--- src/rtl/ring_ctrl.sv ---
// Per-cluster ring-router sequencer: latches one slide/reduction op, configures the router, gates SLDU handshakes, counts beats.
// Latency: accept -> CFG (1 cycle) -> BUSY -> done_o one cycle after the last counted beat; beats==0 gives done_o at accept+2.
// Backpressure: req_ready_o only in IDLE; beats are counted only on observed valid&ready while the matching enable is high.
// Optional watchdog: define RING_CTRL_TIMEOUT_EN to end a stalled BUSY phase after TimeoutCycles beat-less cycles.
module ring_ctrl #(
    parameter int BeatCntWidth  = 16,
    parameter int TimeoutCycles = 1024
) (
    input  logic                    clk_i,
    input  logic                    rst_i,
    input  logic                    req_valid_i,
    output logic                    req_ready_o,
    input  logic                    req_dir_i,
    input  logic                    req_bypass_i,
    input  logic [BeatCntWidth-1:0] req_beats_i,
    output logic                    ring_dir_o,
    output logic                    ring_bypass_o,
    input  logic                    tx_valid_i,
    input  logic                    tx_ready_i,
    output logic                    tx_en_o,
    input  logic                    rx_valid_i,
    input  logic                    rx_ready_i,
    output logic                    rx_en_o,
    input  logic                    fwd_valid_i,
    input  logic                    fwd_ready_i,
    output logic                    busy_o,
    output logic                    done_o,
    output logic [BeatCntWidth-1:0] tx_cnt_o,
    output logic [BeatCntWidth-1:0] rx_cnt_o,
    output logic                    timeout_o
);

    localparam logic [1:0] ST_IDLE = 2'd0;
    localparam logic [1:0] ST_CFG  = 2'd1;
    localparam logic [1:0] ST_BUSY = 2'd2;
    localparam logic [1:0] ST_DONE = 2'd3;

    if (BeatCntWidth < 1 || TimeoutCycles < 1) begin : g_bad_params
        $error("ring_ctrl: BeatCntWidth and TimeoutCycles must be at least 1");
    end

    logic [1:0]              state_q, state_d;
    logic                    dir_q, dir_d;
    logic                    bypass_q, bypass_d;
    logic [BeatCntWidth-1:0] beats_q, beats_d;
    logic [BeatCntWidth-1:0] tx_cnt_q, tx_cnt_d;
    logic [BeatCntWidth-1:0] rx_cnt_q, rx_cnt_d;
    logic                    tx_more, rx_more;
    logic                    in_busy;
    logic                    tx_beat, rx_beat;
    logic                    xfer_done;
    logic                    wd_expire;

    // Counters saturate at the latched beat count, so "more to do" is a plain compare.
    assign tx_more = (tx_cnt_q < beats_q);
    assign rx_more = (rx_cnt_q < beats_q);
    assign in_busy = (state_q == ST_BUSY);

    assign tx_en_o = in_busy & ~bypass_q & tx_more;
    assign rx_en_o = in_busy & ~bypass_q & rx_more;

    // In bypass the forwarded stream is what completes the op; local TX never counts.
    assign tx_beat = tx_valid_i & tx_ready_i & tx_en_o;
    assign rx_beat = bypass_q ? (in_busy & fwd_valid_i & fwd_ready_i & rx_more)
                              : (rx_valid_i & rx_ready_i & rx_en_o);

    // Reset state is IDLE, but nothing is accepted until reset is released.
    assign req_ready_o   = (state_q == ST_IDLE) & ~rst_i;
    assign busy_o        = (state_q == ST_CFG) | in_busy;
    assign done_o        = (state_q == ST_DONE);
    assign ring_dir_o    = dir_q;
    assign ring_bypass_o = bypass_q;
    assign tx_cnt_o      = tx_cnt_q;
    assign rx_cnt_o      = rx_cnt_q;

`ifdef RING_CTRL_TIMEOUT_EN
    localparam int WdWidth = $clog2(TimeoutCycles) + 1;

    logic [WdWidth-1:0] wdog_q, wdog_d;
    logic               timeout_q;

    // Watchdog: cleared on accept and on any counted beat, advances on each beat-less BUSY cycle.
    always_comb begin
        wdog_d    = wdog_q;
        wd_expire = 1'b0;
        if (state_q == ST_IDLE && req_valid_i) begin
            wdog_d = '0;
        end else if (in_busy) begin
            if (tx_beat | rx_beat) begin
                wdog_d = '0;
            end else begin
                wdog_d    = wdog_q + WdWidth'(1);
                wd_expire = (wdog_d == WdWidth'(TimeoutCycles));
            end
        end
    end

    // Watchdog state; the flag is set only when BUSY leaves through expiry, so it lives for the DONE cycle.
    always_ff @(posedge clk_i or posedge rst_i) begin
        if (rst_i) begin
            wdog_q    <= '0;
            timeout_q <= 1'b0;
        end else begin
            wdog_q    <= wdog_d;
            timeout_q <= in_busy & wd_expire;
        end
    end

    assign timeout_o = done_o & timeout_q;
`else
    assign wd_expire = 1'b0;
    assign timeout_o = 1'b0;
`endif

    // Next-state: latch the op in IDLE, one settle cycle in CFG, count in BUSY, one-cycle DONE pulse.
    always_comb begin
        state_d   = state_q;
        dir_d     = dir_q;
        bypass_d  = bypass_q;
        beats_d   = beats_q;
        tx_cnt_d  = tx_cnt_q;
        rx_cnt_d  = rx_cnt_q;
        xfer_done = 1'b0;
        case (state_q)
            ST_IDLE: begin
                if (req_valid_i) begin
                    dir_d    = req_dir_i;
                    bypass_d = req_bypass_i;
                    beats_d  = req_beats_i;
                    tx_cnt_d = '0;
                    rx_cnt_d = '0;
                    state_d  = ST_CFG;
                end
            end
            ST_CFG: begin
                state_d = (beats_q == '0) ? ST_DONE : ST_BUSY;
            end
            ST_BUSY: begin
                if (tx_beat) tx_cnt_d = tx_cnt_q + BeatCntWidth'(1);
                if (rx_beat) rx_cnt_d = rx_cnt_q + BeatCntWidth'(1);
                // Completion is judged on the post-increment counts so done_o follows the last beat by one cycle.
                xfer_done = bypass_q ? (rx_cnt_d == beats_q)
                                     : ((tx_cnt_d == beats_q) && (rx_cnt_d == beats_q));
                if (xfer_done || wd_expire) state_d = ST_DONE;
            end
            ST_DONE: begin
                state_d = ST_IDLE;
            end
            default: begin
                state_d = ST_IDLE;
            end
        endcase
    end

    // State and op registers; reset aborts any op without a done pulse and parks the router in bypass.
    always_ff @(posedge clk_i or posedge rst_i) begin
        if (rst_i) begin
            state_q  <= ST_IDLE;
            dir_q    <= 1'b0;
            bypass_q <= 1'b1;
            beats_q  <= '0;
            tx_cnt_q <= '0;
            rx_cnt_q <= '0;
        end else begin
            state_q  <= state_d;
            dir_q    <= dir_d;
            bypass_q <= bypass_d;
            beats_q  <= beats_d;
            tx_cnt_q <= tx_cnt_d;
            rx_cnt_q <= rx_cnt_d;
        end
    end

endmodule

--- config.mk ---
export PLATFORM = sky130hd
export DESIGN_NAME = ring_ctrl
export DESIGN_NICKNAME = d
export VERILOG_FILES = /design/src/rtl/ring_ctrl.sv
export SDC_FILE = /design/constraint.sdc
export NUM_CORES = 1
export LEC_CHECK = 0
export CAP_MARGIN = 40
export CORE_MARGIN = 2
export CORE_UTILIZATION = 35
export DETAILED_ROUTE_END_ITERATION = 8
export GPL_ROUTABILITY_DRIVEN = 0
export HOLD_SLACK_MARGIN = 0.12
export PLACE_DENSITY = 0.54
export SLEW_MARGIN = 20
export SYNTH_ARGS = -nofsm -noshare
export SYNTH_HDL_FRONTEND = slang
export SYNTH_SLANG_ARGS = --single-unit
--- constraint.sdc ---
create_clock -name clk_i -period 4.1 [get_ports clk_i]
set_clock_uncertainty 0.05 [all_clocks]
set_input_delay 0.41 -clock clk_i [delete_from_list [all_inputs] [get_ports clk_i]]
set_output_delay 0.41 -clock clk_i [all_outputs]
set_load 0.1 [all_outputs]
* Yosys cells after proc, flatten, opt, wreduce, memory -nomap -nowiden
Index checks and enable logic that the tools add are counted.
Word-level totals: output and inout port bits 40, word-level logic and storage cells 51, register bits 52, bits of input ports 27
Operators by class: order comparisons 2, bitwise operators 14, reduce and logical (&&, ||, !) cells 7, $add $sub $neg 2, equal/unequal tests 7, muxes and demuxes 13
Operators with widths (number):
- $mux 16 | 5
- $pmux 16 s2 | 2
- $add 16x1->16 const B | 2
- $eq 16x16->1 | 2
- $lt 16x16->1 | 2
- $logic_not 16->1 | 1
- $and 1x1->1 | 11
- $pmux 2 s4 | 1
- $reduce_and 2->1 | 3
- $eq 2x2->1 const B | 2
- $mux 2 | 2
- $mux 1 | 3
- $eq 2x1->1 const B | 1
- $logic_not 2->1 | 1
- $ne 2x1->1 const B | 1
- $ne 2x2->1 const B | 1
- $not 1->1 | 2
- $reduce_bool 2->1 | 1
- $logic_and 1x1->1 | 1
- $or 1x1->1 | 1

* Logic depth before layout (Yosys ltp)
Gate-level depths: netlist (run 1).
depth in word-level cells 12, gate-level depth with buffers 15, depth with buffers taken out 12

* Least setup slack after synthesis (run 1)
No wires, ideal clock.
path kind flip-flop to output port, start reg rx_cnt_q[2] (netlist: rx_cnt_o[2]), end out rx_en_o, arrival time 6814 ps, setup slack -3174 ps, path buffers 0, required time 3640 ps, stages on the path, launching flop included 7, path through dfrtp_1 -> ha_1 -> a21oi_1 -> o21ai_0 -> a211oi_1 -> o21ai_0 -> a2111oi_0
Between the ends: cells in the longest elaborated chain, start to end 2
Ends and longest elaborated chain:
- from (decl) | line 47 | logic [BeatCntWidth-1:0] rx_cnt_q, rx_cnt_d;
- from (signal assigned) | line 170 | rx_cnt_q <= rx_cnt_d;
- $lt 16x16->1 | line 56 | assign rx_more = (rx_cnt_q < beats_q);
- $and 1x1->1 | line 60 | assign rx_en_o = in_busy & ~bypass_q & rx_more;
- to (decl) | line 23 | output logic rx_en_o,
No other way between the ends.

* Final worst setup path (run 1)
start reg beats_q[12], end reg state_q[0]
Between the ends: cells in the longest elaborated chain, start to end 11, elaborated cells on any way between the ends 21, classes of those cells 2 x order compare; 3 x eq/ne; 8 x mux; 5 x bitwise; 3 x reduce/logical
Ends and longest elaborated chain:
- from (decl) | line 45 | logic [BeatCntWidth-1:0] beats_q, beats_d;
- from (signal assigned) | line 168 | beats_q <= beats_d;
- $lt 16x16->1 | line 56
- $and 1x1->1 | line 60
- $and 1x1->1 | line 65 | : (rx_valid_i & rx_ready_i & rx_en_o);
- $mux 1 | line 64 | assign rx_beat = bypass_q ? (in_busy & fwd_valid_i & fwd_ready_i & rx_more)
- $mux 16 | line 140 | if (rx_beat) rx_cnt_d = rx_cnt_q + BeatCntWidth'(1);
- $mux 16 | line 124 | case (state_q)
- $eq 16x16->1 | line 142, 143
- $logic_and 1x1->1 | line 143 | : ((tx_cnt_d == beats_q) && (rx_cnt_d == beats_q));
- $mux 1 | line 142 | xfer_done = bypass_q ? (rx_cnt_d == beats_q)
- $ne 2x1->1 (no line)
- $reduce_and 2->1 (no line)
- to (signal assigned) | line 165 | state_q <= state_d;
- to (decl) | line 42 | logic [1:0] state_q, state_d;
Parallel ways exist; a longest one is shown, timed or not. The select of a mux whose other input is x is not followed. A chain may end at the register's enable or synchronous reset.

==> reports/metrics.csv, run 1 <==
metric,value,unit
status,"complete, no violations",
largest fanout on the critical path,14,
I/O Buffers,65,
worst-margin pin slew,829.3,ps
Ports,67,
register clock-pin slew on the reported worst setup and hold paths,70,ps
"Data arrival, critical path",4030,ps
r2r setup slk,210,ps
layout cells sized above 1,18.56,%
die width,116.0,µm
Seq pwr share,22.5,%
crit path launch type,flip-flop,
Psw,1.700,mW
Synth warnings,0,
Max-slew headroom,44.71,%
crit path to,state_q[0],
worst r2r path cells,12,
"Seq/Total Area, Yosys",29.69,%
CP Capture Type,flip-flop,
worst setup path category,flip-flop to flip-flop,
Initial Util,36.22,%
Levels on crit path,12,
Syn Inst Count,523,
HP Class,primary input to asynchronous set/reset pin,
TritonCTS clock tree,yes,
number of global-route vias before repair,4645,
CP max stage delay,460,ps
unrepaired setup endpoints after global routing,no,
Sink Count,52,
FF-to-FF Start,beats_q[12],
CP bufs+invs,1,
Leakage,2.652,nW
final hold violations,0,
Main synth FF type,dfrtp_1,
"Req. time, crit path",4240,ps
remaining global-route overflow,0,
clock latency on the worst-skew pair,310,ps
clock network power share,13.1,%
Tmin final,3893,ps
initial antenna violation count,0,
Comb pwr share,64.4,%
Yosys reg bits,52,
# nets final,714,
"slowest stage cell, crit path",o21a_1,
CTS resizes,0,
Post-Route WL,15760,µm
initial drt markers,446,
crit path launch,beats_q[12],
final period utilization,94.96,%
Max Slew Vio Count,0,
Area Overhead vs Synth,42.36,%
"EDFF count, synth",0,
CTS buffer count,5,
"count leader, synth",o21ai_0,
Std-Cell Rows,40,
hold_buf cts,0,
Mapped Nets,586,
mean post-synth cell area,8.388,µm²
Int Pwr,1.708,mW
Max IR drop VDD,0.8635,mV
Final ANT Viol Nets,0,
fmax,256.8,MHz
asr flop ratio synth,100.0,%
die area,13440,µm²
Root Driver,clkbuf_16,
Setup-failing EPs final,0,
DR vias/cell,5.679,
vias,4657,
power density cells,545.7,nW/µm²
DP Wirelength,12260,µm
placed cell count,812,
post-synth top area cell,dfrtp_1,
CP cell instances,"inv_1, ha_1, a211o_1, a221o_1, nor3_1, o21a_1, and2_0, nand2_1, xnor2_1, nor4_1, a41o_1, mux2_1",
Core ar.,12110,µm²
n_diodes,0,
Crit path max-delay family,compound AO/OA/AOI/OAI gates,
switch share,49.89,%
Residual DRC,0,
Max clock buf depth,2,
Max Cap Viol,0,
multi-input logic area,2885,µm²
Synth cell types,63,
leading cell types by total area after synthesis,"dfrtp_1, ha_1, o21ai_0, xnor2_1, mux2_2",
Pwr Total,3.408,mW
FILL cells,1153,
die height,116.0,µm
worst r2r dst,state_q[0],
post-CTS setup buffers,0,
synthesized area,4387,µm²
Yosys top cell area share,29.09,%
H-tree Lvls,2,
post-DR wirelength/cell,19.22,µm
First-pass DRT Iterations,4,
largest net degree at the start of global routing,25,
Post-Layout Cell Count,820,
area occupied by registers,1303,µm²
Tot GR Track Use,24.37,%
most frequent cells after synthesis,"o21ai_0, nand2_1, dfrtp_1",
setup TNS,0,ps
first-pass GRT wire length,24760,µm
kinds of logic after synthesis:
logic type	after synthesis	share of synthesized area, %
other	1	0.08549
muxes	24	6.075
DFF	52	29.69
adders and majority gates	36	10.27
xor gates and xnor gates	42	8.699
and+or+nand+nor	175	20.42
AOI/OAI and AO/OA	139	19.80
buffers and inverters	54	4.963
worst min-delay path, stage by stage:
cell and delay [ps]:
clkdlybuf4s50_1 430, inv_2 110, buf_12 190
per-stage QoR:
step	instance area, µm²	utilization (%)	setup WS, ps	hold slack (ps)
final	6245	51.56	206.6	436.5
after global placement	5475	45.21	448.9	441.3
after floorplan	4405	-	130.8	466.4
after CTS	6245	51.56	270.6	441.8
after global routing	6245	51.56	42.63	463.9
after detailed placement	6098	50.35	300.9	451.4
layout by cell type, fill, tap and decap left out, types with 19 or more instances in the layout:
cell,instances
clkdlybuf4s50_1,63
o21ai_0,54
nand2_1,53
dfrtp_1,51
buf_4,47
buf_8,37
ha_1,36
nor2_1,27
xnor2_1,27
a21oi_1,25
inv_1,24
nand3_1,23
mux2_2,19
final cells by class:
type | count | area share (%)
clock buffer | 8 | 2.344
tap | 168 | 3.366
inverter | 25 | 1.503
multi-input combinational | 417 | 46.20
timing repair buffer | 150 | 25.73
sequential | 52 | 20.86
worst min-delay path by stage:
stage	startpoint	endpoint	depth (start not counted)
finish	rst_i	rx_cnt_o[9]	3
global route	rst_i	rx_cnt_o[9]	3
CTS	rst_i	rx_cnt_o[9]	3
detailed placement	ring_dir_o	ring_dir_o	1
global placement	ring_dir_o	ring_dir_o	1
floorplan	state_q[0]	state_q[0]	1
per-layer routing:
metal  global-route usage, %  wire [µm]  vias up
li1                        -          -     2177
met3                   3.923        753       36
met2                   39.26       7385      175
met1                   32.45       7035     2269
met4                   10.56        586        0
met5                       0          0        -
power groups by stage:
| stage | clock network (mW) | logic (mW) | registers [mW] |
|---|---|---|---|
| after CTS | 0.461 | 2.17 | 0.766 |
| after floorplan | 0 | 1.25 | 0.887 |
| final | 0.447 | 2.19 | 0.766 |
| after global routing | 0.477 | 2.34 | 0.784 |
| after global placement | 0 | 2.00 | 0.766 |
| after detailed placement | 0 | 2.16 | 0.776 |
flip-flops by register name, summed over array words and instances (netlist names):
register,count
beats_q,16
ring_bypass_o,1
ring_dir_o,1
rx_cnt_o,16
state_q,2
tx_cnt_o,16
(Power assumes the default switching activity.)
==> inputs of run 2 (changes only) <==
--- a/config.mk
+++ b/config.mk
@@ -12,7 +12,6 @@
 export GPL_ROUTABILITY_DRIVEN = 0
 export HOLD_SLACK_MARGIN = 0.12
 export PLACE_DENSITY = 0.54
-export SLEW_MARGIN = 20
 export SYNTH_ARGS = -nofsm -noshare
 export SYNTH_HDL_FRONTEND = slang
 export SYNTH_SLANG_ARGS = --single-unit
==> results of run 2 <==
Final layout, timing and power as in run 1 (identical DEF).
==> inputs of run 3 (changes only) <==
--- a/config.mk
+++ b/config.mk
@@ -12,6 +12,7 @@
 export GPL_ROUTABILITY_DRIVEN = 0
 export HOLD_SLACK_MARGIN = 0.12
 export PLACE_DENSITY = 0.54
+export SLEW_MARGIN = 5
 export SYNTH_ARGS = -nofsm -noshare
 export SYNTH_HDL_FRONTEND = slang
 export SYNTH_SLANG_ARGS = --single-unit
==> results of run 3 <==
Final layout, timing and power as in run 1 (identical DEF).
==> patch, RTL diff (settings of run 2) <==
Change the parameter `BeatCntWidth` from 16 to 24.
--- a/src/rtl/ring_ctrl.sv
+++ b/src/rtl/ring_ctrl.sv
@@ -5,3 +5,3 @@
 module ring_ctrl #(
-    parameter int BeatCntWidth  = 16,
+    parameter int BeatCntWidth  = 24,
     parameter int TimeoutCycles = 1024
Interface: changed (resized req_beats_i, rx_cnt_o and tx_cnt_o); port bits go from 67 to 91. No check against the original RTL was run, so the function may have changed too.
==> patch against run 2 <==
  * Global-route usage is 0.91 points higher
  * Clock power rose by 120%
  * Final area up 54%
  * Die area rose by 52%
  * Power is 48% higher
  * Sequential power increased by 36%
  * Sequential cell count up 24
  * Routed wire length increased by 60%
  * First-iteration DRC count grew 15%
  * Setup slack worse by 110 ps
  * Synthesized area rose by 54%
  * Largest cell class unchanged
==> patch: results (changes against run 2) <==
P_LEAK_nW=4.050  # +53%
SYNTHTOPCELLSBYAREA='dfrtp_1, ha_1, o21ai_0'
PLACED_AREA_UM2=9136  # +50%
PORT_BUFFERS=89  # +37%
PIN_COUNT_OF_THE_BIGGEST_NET_ENTERING_GLOBAL_ROUTING=32  # +28%
SYNTH_SEQUENTIAL_AREA_RATIO=0.2825  # -0.01442
TIMING.HOLD.WORST.CLASS='input pin to asynchronous set/reset pin'
PLACE_WORST_SETUP_SLACK_PS=-33.89  # -334.8 ps
H_TREE_LEVEL_COUNT=3  # +1
LAYOUT-DRIVE-GT1-SHARE=0.2132  # +0.02763
AREA.SHARE.SEQUENTIAL=0.1988  # -0.009775
FINISHED_LAYOUT_CELLS=1233  # +50%
CRITICAL_PATH_ARRIVAL_PS=4200  # +170 ps
POST_CTS.RESIZED_INSTANCES=1  # +1
POSTROUTEWIRELENGTH_MM=25.27  # +60%
YOSYS.AREA_SHARE.XOR_XNOR=0.08265  # -0.004341
GRT_FIRST_PASS_WIRELENGTH_MM=39.19  # +58%
DP.FINAL_HPWL_MM=19.81  # +62%
SWITCHING_POWER_mW=2.348  # +38%
YS_TOP_CELLS_BY_COUNT='nand2_1, o21ai_0, dfrtp_1'
TIMING_WORST_SLEW_PIN_VALUE_PS=752.8  # -76.47 ps
NUMBER_OF_OPTIMIZATION_ITERATIONS_IN_THE_FIRST_DETAILED_ROUTE_PASS=5  # +1
DETAILROUTE.VIA_COUNT=7100  # +52%
NUMSEQUENTIALCELLS=76  # +46%
WORST_HOLD_SLACK_PS=339.3  # -97.25 ps
SETUP_SLACK_OF_THE_WORST_REGISTER_TO_REGISTER_PATH_PS=100  # -110 ps
GRT_PASS1_VIAS=6856  # +48%
ROW_COUNT=50  # +25%
TIMING.REG2REG.WORST_PATH_DEPTH=14  # +2
INSERTED_CLOCK_BUFFERS=9  # +4
STARTPOINT='beats_q[14]$_DFFE_PP0P_'
MULTI_INPUT_AREA_SHARE=0.4753  # +0.01326
LAYOUT.CLOCK.CELL_AREA_SHARE=0.03663  # +0.01319
N_ALL_INVERTERS=34  # +36%
SIGNAL_BUFFER_AREA_FRACTION=0.2453  # -0.01192
COMPOUND_GATE_FRACTION_OF_SYNTH_AREA=0.2101  # +0.01212
FILLERS=1774  # +54%
YOSYS-MUX-AREA-FRACTION=0.05405  # -0.006704
FINISH.NET_COUNT=1081  # +51%
REG2REG_FROM='beats_q[14]$_DFFE_PP0P_'
CLOCK_INSERTION_DELAY_WORST_SKEW_PS=360  # +50 ps
STATUS='complete, no violations'
BUFFERS=224  # +49%
CP_MAX_FO=10  # -4
CLKBUF_COUNT=12  # +4
GR-USAGE-ALL-LAYERS=0.2528  # +0.009146
SYNTHESIS.NETS=886  # +51%
MULTI_INPUT_COMB_CELLS=649  # +56%
FINAL.SETUP.WORST_SLACK_PS=96.02  # -110.6 ps
FIN_AREA_UM2=9598  # +54%
IR_DROP_uV=256.3  # -70%
DRT_FIRST_ITER_VIOLATIONS=513  # +15%
SYNTH_CELL_TYPES=77  # +22%
-- patch: layer usage --
metal,wire (µm),GRT usage,vias to the layer above
li1,-,-,3372
met3,1304,0.03454,52
met2,12170,0.4152,254
met4,711,0.09797,0
met1,11080,0.3378,3422
met5,0,0,-
-- patch: power groups by stage --
stage / clock, mW / combinational (mW) / sequential [mW]
final: 0.978 / 3.02 / 1.04
after global routing: 1.01 / 3.24 / 1.06
after CTS: 0.984 / 2.92 / 1.06
after detailed placement: 0 / 2.91 / 1.07
after global placement: 0 / 2.75 / 1.07
after floorplan: 0 / 1.75 / 1.18
-- patch: worst max-delay path, stage by stage (launching register included) --
cell and delay [ps]:
dfrtp_2 420, inv_1 80, ha_1 280, nand4_1 150, nor4_4 80, buf_4 150, a2111oi_4 410, buf_4 200
nand4_4 180, or4_1 580, a21o_1 200, a221oi_2 390, nor4b_4 400, a21oi_1 120, o21a_1 190
